--- config.mk ---
export PLATFORM = sky130hd
export DESIGN_NAME = dtw_result_collector
export DESIGN_NICKNAME = d
export VERILOG_FILES = /design/src/rtl/dtw_pkg.sv /design/src/rtl/dtw_min_tracker.sv /design/src/rtl/dtw_result_collector.sv
export SDC_FILE = /design/constraint.sdc
export NUM_CORES = 1
export LEC_CHECK = 0
export BUFFER_PORTS_ARGS = -buffer_cell sky130_fd_sc_hd__buf_2
export CORE_UTILIZATION = 25
export DETAILED_ROUTE_END_ITERATION = 10
export PLACE_DENSITY = 0.52
export SETUP_SLACK_MARGIN = 0.5
export SLEW_MARGIN = 20
export SYNTH_ARGS = -nofsm -noshare
export SYNTH_HDL_FRONTEND = slang
export SYNTH_HIERARCHICAL = 1
export SYNTH_SLANG_ARGS = --single-unit
--- constraint.sdc ---
create_clock -name clk -period 3.8 [get_ports clk]
set_clock_uncertainty 0.15 [all_clocks]
set_input_delay 0.57 -clock clk [delete_from_list [all_inputs] [get_ports clk]]
set_output_delay 0.57 -clock clk [all_outputs]
set_load 0.005 [all_outputs]
--- src/rtl/dtw_pkg.sv ---
`default_nettype none
// ============================================================================
// Module      : dtw_pkg
// Description : Shared definitions for the DTW result path. Holds the
//               collector state encoding, the cost width shared with the PE
//               array and the saturated "no match yet" cost value.
// Revision    : 1.0 - initial release
// ============================================================================
package dtw_pkg;

  // Cost width shared with the systolic PE array.
  localparam int unsigned DTW_WIDTH = 16;

  // Saturated cost; it never wins a strict-less compare.
  localparam logic [DTW_WIDTH-1:0] COST_MAX = {DTW_WIDTH{1'b1}};

  // Collector state encoding.
  typedef enum logic [1:0] {
    ST_IDLE = 2'd0,
    ST_RUN  = 2'd1,
    ST_DONE = 2'd2
  } dtw_state_e;

endpackage : dtw_pkg
`default_nettype wire

--- src/rtl/dtw_min_tracker.sv ---
`default_nettype none
// ============================================================================
// Module      : dtw_min_tracker
// Description : Registered running minimum with its argmin index.
//               The compare is a strict unsigned less-than, so on ties the
//               earliest index is kept. Clear has priority over update.
// Ports       : clk, rst     - clock, synchronous active-high reset
//               clr_i        - restart tracking (min = all ones, arg = 0)
//               upd_i        - offer val_i/idx_i as a candidate this cycle
//               val_i, idx_i - candidate value and its index
//               min_o, arg_o - current minimum and its index
//               lower_o      - val_i is strictly below min_o (combinational)
// Revision    : 1.0 - initial release
// ============================================================================
module dtw_min_tracker
  import dtw_pkg::*;
#(
  parameter int unsigned WIDTH     = DTW_WIDTH,
  parameter int unsigned IDX_WIDTH = 32
) (
  input  logic                 clk,
  input  logic                 rst,
  input  logic                 clr_i,
  input  logic                 upd_i,
  input  logic [WIDTH-1:0]     val_i,
  input  logic [IDX_WIDTH-1:0] idx_i,
  output logic [WIDTH-1:0]     min_o,
  output logic [IDX_WIDTH-1:0] arg_o,
  output logic                 lower_o
);

  localparam logic [WIDTH-1:0] c_cost_max = {WIDTH{1'b1}};

  logic [WIDTH-1:0]     min_q, min_d;
  logic [IDX_WIDTH-1:0] arg_q, arg_d;
  logic                 w_lower;

  assign w_lower = (val_i < min_q);

  always_comb begin
    min_d = min_q;
    arg_d = arg_q;
    if (clr_i) begin
      min_d = c_cost_max;
      arg_d = '0;
    end else if (upd_i && w_lower) begin
      min_d = val_i;
      arg_d = idx_i;
    end
  end

  always_ff @(posedge clk) begin
    if (rst) begin
      min_q <= c_cost_max;
      arg_q <= '0;
    end else begin
      min_q <= min_d;
      arg_q <= arg_d;
    end
  end

  assign min_o   = min_q;
  assign arg_o   = arg_q;
  assign lower_o = w_lower;

endmodule : dtw_min_tracker
`default_nettype wire

--- src/rtl/dtw_result_collector.sv ---
`default_nettype none
// ============================================================================
// Module      : dtw_result_collector
// Description : Output stage of the DTW systolic array. Enables the array for
//               one scoring run, tracks the minimum accumulated cost and the
//               reference position where it occurred, then hands score,
//               position and threshold-hit flag over a valid/ready handshake.
// Ports       : clk, rst            - clock, synchronous active-high reset
//               start               - run request (honoured in IDLE only)
//               ref_len, threshold  - run length and hit threshold, latched
//                                     on start
//               dtw_in, dtw_valid   - cost stream from the last PE
//               running, busy       - PE enable / collector occupied
//               res_valid, res_ready- result handshake
//               res_score, res_pos, res_hit - result payload
// Revision    : 1.0 - initial release
// ============================================================================
module dtw_result_collector
  import dtw_pkg::*;
#(
  parameter int unsigned WIDTH     = DTW_WIDTH,
  parameter int unsigned IDX_WIDTH = 32
) (
  input  logic                 clk,
  input  logic                 rst,
  input  logic                 start,
  input  logic [IDX_WIDTH-1:0] ref_len,
  input  logic [WIDTH-1:0]     threshold,
  input  logic [WIDTH-1:0]     dtw_in,
  input  logic                 dtw_valid,
  output logic                 running,
  output logic                 busy,
  output logic                 res_valid,
  input  logic                 res_ready,
  output logic [WIDTH-1:0]     res_score,
  output logic [IDX_WIDTH-1:0] res_pos,
  output logic                 res_hit
);

  localparam logic [WIDTH-1:0]     c_cost_max = {WIDTH{1'b1}};
  localparam logic [IDX_WIDTH-1:0] c_idx_one  = IDX_WIDTH'(1);

  dtw_state_e           state_q, state_d;
  logic [IDX_WIDTH-1:0] ref_len_q, ref_len_d;
  logic [WIDTH-1:0]     thr_q, thr_d;
  logic [IDX_WIDTH-1:0] count_q, count_d;
  logic [WIDTH-1:0]     res_score_q, res_score_d;
  logic [IDX_WIDTH-1:0] res_pos_q, res_pos_d;
  logic                 res_hit_q, res_hit_d;

  logic                 w_trk_clr;
  logic                 w_trk_upd;
  logic [WIDTH-1:0]     w_trk_min;
  logic [IDX_WIDTH-1:0] w_trk_arg;
  logic                 w_trk_lower;
  logic                 w_last;
  logic [WIDTH-1:0]     w_final_score;
  logic [IDX_WIDTH-1:0] w_final_pos;

  dtw_min_tracker #(
    .WIDTH     (WIDTH),
    .IDX_WIDTH (IDX_WIDTH)
  ) u_min_tracker (
    .clk     (clk),
    .rst     (rst),
    .clr_i   (w_trk_clr),
    .upd_i   (w_trk_upd),
    .val_i   (dtw_in),
    .idx_i   (count_q),
    .min_o   (w_trk_min),
    .arg_o   (w_trk_arg),
    .lower_o (w_trk_lower)
  );

  // The tracker registers lag one sample, so the result captured on the last
  // sample folds that sample in here rather than waiting a cycle.
  assign w_final_score = w_trk_lower ? dtw_in  : w_trk_min;
  assign w_final_pos   = w_trk_lower ? count_q : w_trk_arg;

  // ref_len_q is non-zero whenever RUN is entered, so the subtraction never
  // wraps and the counter never exceeds ref_len.
  assign w_last = (count_q == (ref_len_q - c_idx_one));

  always_comb begin
    state_d     = state_q;
    ref_len_d   = ref_len_q;
    thr_d       = thr_q;
    count_d     = count_q;
    res_score_d = res_score_q;
    res_pos_d   = res_pos_q;
    res_hit_d   = res_hit_q;
    w_trk_clr   = 1'b0;
    w_trk_upd   = 1'b0;

    unique case (state_q)
      ST_IDLE: begin
        if (start) begin
          ref_len_d = ref_len;
          thr_d     = threshold;
          count_d   = '0;
          w_trk_clr = 1'b1;
          if (ref_len == '0) begin
            // Empty run: report the saturated cost without enabling the array.
            state_d     = ST_DONE;
            res_score_d = c_cost_max;
            res_pos_d   = '0;
            res_hit_d   = (c_cost_max <= threshold);
          end else begin
            state_d = ST_RUN;
          end
        end
      end

      ST_RUN: begin
        if (dtw_valid) begin
          w_trk_upd = 1'b1;
          count_d   = count_q + c_idx_one;
          if (w_last) begin
            state_d     = ST_DONE;
            res_score_d = w_final_score;
            res_pos_d   = w_final_pos;
            res_hit_d   = (w_final_score <= thr_q);
          end
        end
      end

      ST_DONE: begin
        // A start arriving with the accept is dropped; IDLE must see it.
        if (res_ready) begin
          state_d = ST_IDLE;
        end
      end

      default: begin
        state_d = ST_IDLE;
      end
    endcase
  end

  always_ff @(posedge clk) begin
    if (rst) begin
      state_q     <= ST_IDLE;
      ref_len_q   <= '0;
      thr_q       <= '0;
      count_q     <= '0;
      res_score_q <= c_cost_max;
      res_pos_q   <= '0;
      res_hit_q   <= 1'b0;
    end else begin
      state_q     <= state_d;
      ref_len_q   <= ref_len_d;
      thr_q       <= thr_d;
      count_q     <= count_d;
      res_score_q <= res_score_d;
      res_pos_q   <= res_pos_d;
      res_hit_q   <= res_hit_d;
    end
  end

  // Control outputs decode straight from the state register, so running
  // falls and res_valid rises on the same edge that enters DONE.
  assign running   = (state_q == ST_RUN);
  assign busy      = (state_q == ST_RUN) || (state_q == ST_DONE);
  assign res_valid = (state_q == ST_DONE);
  assign res_score = res_score_q;
  assign res_pos   = res_pos_q;
  assign res_hit   = res_hit_q;

endmodule : dtw_result_collector
`default_nettype wire

## Word-level counts from Yosys, hierarchy flattened

Index checks and enable logic that the tools add are counted.
Widths: inputs -> output; s select.

- Register bits: 179
- Latch bits: 0
- RAM bits: 0
- ROM bits: 0
- Input port bits: 69
- Output and inout bits: 52
- Word-level logic and storage cells: 62
- Memories: 0

- $add $sub $neg: 2
- $mul: 0
- Divide/modulo/power cells: 0
- $lt $le $gt $ge: 3
- Equality and inequality tests: 8
- Shifts and indexed selects: 0
- Mux-type cells: 30
- Bitwise operators: 0
- Reduce and logical (&&, ||, !) cells: 10

Operator list:

| cell | count |
|---|---|
| $mux 32 | 7 |
| $pmux 32 s2 | 2 |
| $mux 16 | 5 |
| $add 32x1->32 const B | 1 |
| $eq 32x32->1 | 1 |
| $logic_not 32->1 | 1 |
| $pmux 16 s2 | 1 |
| $sub 32x1->32 const B | 1 |
| $le 16x16->1 | 1 |
| $le 16x16->1 const A | 1 |
| $lt 16x16->1 | 1 |
| $mux 2 | 5 |
| $mux 1 | 8 |
| $ne 2x2->1 const B | 3 |
| $pmux 2 s3 | 1 |
| $reduce_and 5->1 | 1 |
| $ne 2x1->1 const B | 2 |
| $reduce_and 4->1 | 1 |
| $reduce_and 3->1 | 1 |
| $eq 2x1->1 const B | 1 |
| $eq 2x2->1 const B | 1 |
| $logic_not 2->1 | 1 |
| $pmux 1 s2 | 1 |
| $reduce_and 2->1 | 1 |
| other kinds (4) | 4 |

## Logic depth before layout (Yosys ltp)

- Depth in word-level cells: 6
- Gate-level depth with buffers: 17
- Gate-level depth less buffers: 16

## Modules after synthesis

Netlist, hierarchy kept.

By module, submodules not included:

| module | instances | cells an instance | area each (sq um) | sequential area each (sq um) |
|---|---|---|---|---|
| dtw_result_collector | 1 | 912 | 7,438.4 | 2,622.5 |
| dtw_min_tracker | 1 | 264 | 2,279.7 | 960.9 |

## Worst setup path before layout

OpenSTA, ideal clock, no wires.

- Kind: input to register
- Start: input dtw_in[1]
- End: register res_hit_q, in the netlist res_hit
- Setup time: 0.072 ns
- Arrival: 3.635 ns
- Required time: 3.578 ns
- Setup slack: -0.056 ns
- Stages: 14
- Buffers on the path: 1
- Path through: ha_1 a2111oi_0 nand4b_1 and4b_1 clkbuf_1 mux2_2 ha_1 a21o_1 a21o_1 a21oi_1 o2111ai_1 a2111oi_0 o21bai_1 mux2i_1

- Word-level cells in the longest chain between the ends: 6

RTL lines:

| item | line | RTL |
|---|---|---|
| from (decl) | dtw_result_collector.sv:29 | `input logic [WIDTH-1:0] dtw_in,` |
| $lt 16x16->1 | dtw_min_tracker.sv:38 | `assign w_lower = (val_i < min_q);` |
| net w_trk_lower | dtw_result_collector.sv:55 | `logic w_trk_lower;` |
| $mux 16 | dtw_result_collector.sv:77 | `assign w_final_score = w_trk_lower ? dtw_in : w_trk_min;` |
| $le 16x16->1 | dtw_result_collector.sv:122 | `res_hit_d = (w_final_score <= thr_q);` |
| $mux 1 | dtw_result_collector.sv:118 | `if (w_last) begin` |
| $mux 1 | dtw_result_collector.sv:115 | `if (dtw_valid) begin` |
| $pmux 1 s2 | dtw_result_collector.sv:95 | `unique case (state_q)` |
| to (signal assigned) | dtw_result_collector.sv:156 | `res_hit_q <= res_hit_d;` |
| to (decl) | dtw_result_collector.sv:49 | `logic res_hit_q, res_hit_d;` |

The timed path passes the listed nets, and every way through them passes these cells. The select of a mux whose other input is x is not followed.
A chain may end at the register's enable or synchronous reset.

## Final worst setup path

- Start: register u_min_tracker.min_q[1], in the netlist u_min_tracker/min_o[1]
- End: register res_hit_q, in the netlist res_hit

- Word-level cells in the longest chain between the ends: 6

RTL lines:

| item | line | RTL |
|---|---|---|
| from (decl) | dtw_min_tracker.sv:34 | `logic [WIDTH-1:0] min_q, min_d;` |
| from (signal assigned) | dtw_min_tracker.sv:54 | `min_q <= c_cost_max;` |
| from (signal assigned) | dtw_min_tracker.sv:57 | `min_q <= min_d;` |
| $lt 16x16->1 | dtw_min_tracker.sv:38 |  |
| net w_trk_lower | dtw_result_collector.sv:55 |  |
| $mux 16 | dtw_result_collector.sv:77 |  |
| $le 16x16->1 | dtw_result_collector.sv:122 |  |
| $mux 1 | dtw_result_collector.sv:118 |  |
| $mux 1 | dtw_result_collector.sv:115 |  |
| $pmux 1 s2 | dtw_result_collector.sv:95 |  |

The timed path passes the listed nets, and every way through them passes these cells. The select of a mux whose other input is x is not followed.

==> impl_metrics.csv <==
group,metric,value,unit
die,io-pin-count,121,
global_route,grt.met1_usage,18.8,%
power_and_ir_drop,leakage_power_summed_over_all_cells,5.50,nW
critical_path,cp_data_required_time,4.03,ns
outcome,outcome,"completed",
die,core.rowCount,71,
global_route,antenna_found_initial,0,
global_route,track_usage,14.7,%
timing,timing_hold_violations_final,0,
routing,detail_route.wirelength,30.1,mm
layout,fill_cells,4012,
layout,layout_commonest_cell,"nand2_1",
layout,post_layout_instance_area,12600,µm²
clocking,cts.hold.buffers_added,0,
timing,worst_slew_margin_rel,46.7,%
global_route,grtUsageMet3,2.35,%
yosys,synth_nets,1281,
layout,final_cell_mix,"221 x nand2_1, 164 x dfxtp_1, 119 x nor2_1, 119 x buf_2, 97 x mux2i_1",
clocking,cts-htree-levels,4,
die,initial_core_util,25.6,%
layout,antenna-diode-count,0,
clocking,clock_sinks,179,
yosys,ys_types,55,
clocking,cts_buffer_depth,2,
hold_path,worstHoldPathType,"in2reg",
yosys,post_synth_inst_count,1176,
die,area_of_the_die,39700,µm²
global_route,grtUsageMet2,25.7,%
die,dieHeight,199,µm
power_and_ir_drop,vdd_drop_max,285,µV
clocking,cts.clk_slew.worst_paths,0.08,ns
critical_path,timing.setup.critical_path_class,"reg2reg",
placement,gp_routability_congestion,0.781,
timing,min_period,3.60,ns
global_route,top_usage_layer,"met2",
placement,io_buffer_count,120,
global_route,grt_first_pass_wirelength,45.6,mm
timing,timing_max_transition_violations_final,0,
critical_path,worst-path-max-fanout,4,
clocking,numCtsBuffers,17,
routing,detailroute.via_count,8593,
timing,setup_slack,0.203,ns
clocking,cts_root_buf,"clkbuf_16",
yosys,synth.avg_cell_area,8.26,µm²
layout,drive_above_1_share,26.6,%
die,chipWidth,199,µm
power_and_ir_drop,fin_total_pwr,0.00650,W
yosys,synth_edf_count,0,
clocking,clock_tree_from_tritoncts,"done",
placement,dpl.hpwl,20.7,mm
critical_path,worstSetupStartpointType,"flip-flop",
routing,via_per_inst,4.60,
yosys,ys.warnings.count,6,
placement,post_dp_cell_area,11200,µm²
critical_path,crit_path_end_kind,"flip-flop",
routing,wl_per_cell,16.1,µm
yosys,mappedNetlistArea,9720,µm²
clocking,worstSkewPairLatency,0.45,ns
timing,finalSetupViolCount,0,
routing,drt_pass_1_iters,5,
run,drv_cap,0,
layout,syn2layout_area_growth,30.1,%
die,core-area,37900,µm²
yosys,ys_ff_latch,179,
global_route,grt_overflow,0,
yosys,synth_ff_type,"dfxtp_1",
global_route,pin_count_of_the_biggest_net_entering_global_routing,57,
timing,timing_worst_slew_pin_value,0.798,ns
layout,finalNetCount,1448,
placement,cell_total_after_placement,1794,
routing,antenna_violating_nets_post_route,0,
global_route,vias_in_the_first_global_route,8364,
critical_path,cp.arrival,3.83,ns
yosys,asyncSetResetFlopFracSynth,0,%
power_and_ir_drop,powerDensity,514,nW/µm²
timing,timing.final.crit_share,94.7,%
timing,rsz0062_at_grt,"yes",
placement,place_ws,-0.260,ns
timing,fmax,278,MHz
routing,drtIter0Drc,353,
routing,drc,0,
layout,fin_cells,1867,
yosys,yosysSeqAreaShare,36.9,%
timing,fin_hold_ws,0.223,ns
critical path, cell delays in order, from the launching register on:
cell	delay, ns
dfxtp_2	0.34
inv_2	0.05
ha_4	0.21
a2111oi_4	0.27
buf_4	0.16
nand4b_1	0.14
and4b_2	0.32
buf_4	0.14
mux2_4	0.31
ha_4	0.24
a21o_1	0.18
a21o_1	0.16
a21oi_2	0.14
o2111ai_2	0.16
a2111oi_2	0.35
o21bai_1	0.09
mux2i_1	0.12
cell families (layout without fill, tap and decap cells):
family	Yosys count	count (layout)	share of synthesized area (%)
buffers and inverters	110	290	4.69
DFF	179	179	36.9
xor gates and xnor gates	70	70	6.31
adders and majority gates	36	36	4.63
muxes	147	147	15.8
and+or+nand+nor	515	515	24.6
AOI/OAI and AO/OA	119	119	7.12
path summary, 6_finish.rpt:
check	start	endpoint	slack [ns]	cells after the start
hold / removal	ref_len[1]	ref_len_q[1]	0.22	3
setup reg to reg	u_min_tracker/min_o[1]	res_hit	0.20	16
setup / recovery	u_min_tracker/min_o[1]	res_hit	0.20	16
hold reg to reg	thr_q[15]	thr_q[15]	0.30	2
power breakdown:
group | total (W) | switching [W] | internal (W)
clock network | 0.00176 | 0.000873 | 0.000890
registers | 0.00215 | 0.000134 | 0.00201
logic | 0.00259 | 0.00138 | 0.00121
final cells by class:
type | count | area, µm² | share of cell area [%]
Clock inverter | 14 | 141 | 1.12
Inverter | 43 | 161 | 1.28
Clock buffer | 18 | 439 | 3.47
Multi-Input combinational cell | 887 | 6000 | 47.4
Timing Repair Buffer | 215 | 1650 | 13.1
Tap cell | 511 | 639 | 5.06
Sequential cell | 179 | 3610 | 28.5
routing by layer:
layer  share of wire, %  up-vias
met2                 49      120
met3                2.9       24
met4                1.0        0
met5                  0        -
met1                 47     4105
li1                   -     4344
sequential cells by signal, summed over array words and instances, names as in the netlist:
register and flops:
ref_len_q 32, u_min_tracker/min_o 16, state_q 2, res_pos 32, res_hit 1, u_min_tracker/arg_o 32
res_score 16, thr_q 16, count_q 32
synth_stat cells, drive strengths merged, types with 4 or more instances:
cell type	number	area, µm²
nor2b	10	62.6
or4	5	37.5
nor4	19	125
xnor2	41	359
mux2	49	552
nand2	221	830
a2111oi	4	35.0
inv	43	161
xor2	29	254
nand2b	38	238
mux2i	98	981
nor2	120	450
a31oi	4	25.0
or2	5	31.3
o21ai	19	95.1
nand3	19	95.1
and4	4	35.0
nand4	22	138
clkbuf	51	193
and3	11	68.8
ha	36	450
nand4b	6	52.6
or3	9	56.3
nor3	14	75.1
nand3b	4	30.0
a21oi	66	330
buf	16	101
dfxtp	179	3580
stage by stage:
stage / TNS [ns] / utilization, %
floorplan: 0 / -
global placement: -0.271 / 29.5
detailed placement: -0.260 / 29.5
CTS: 0 / 32.0
global route: 0 / 33.3
finish: 0 / 33.3
repair_timing:
| action | 4_1_cts | 5_1_grt |
|---|---|---|
| pin swaps | 16 | 15 |
| resized for setup | 34 | 61 |
| setup buffers | 22 | 8 |
| endpoints found under the setup margin | 50 | 98 |
| cloned | 3 | 8 |
No activity file was read; power rests on OpenSTA's default activity.
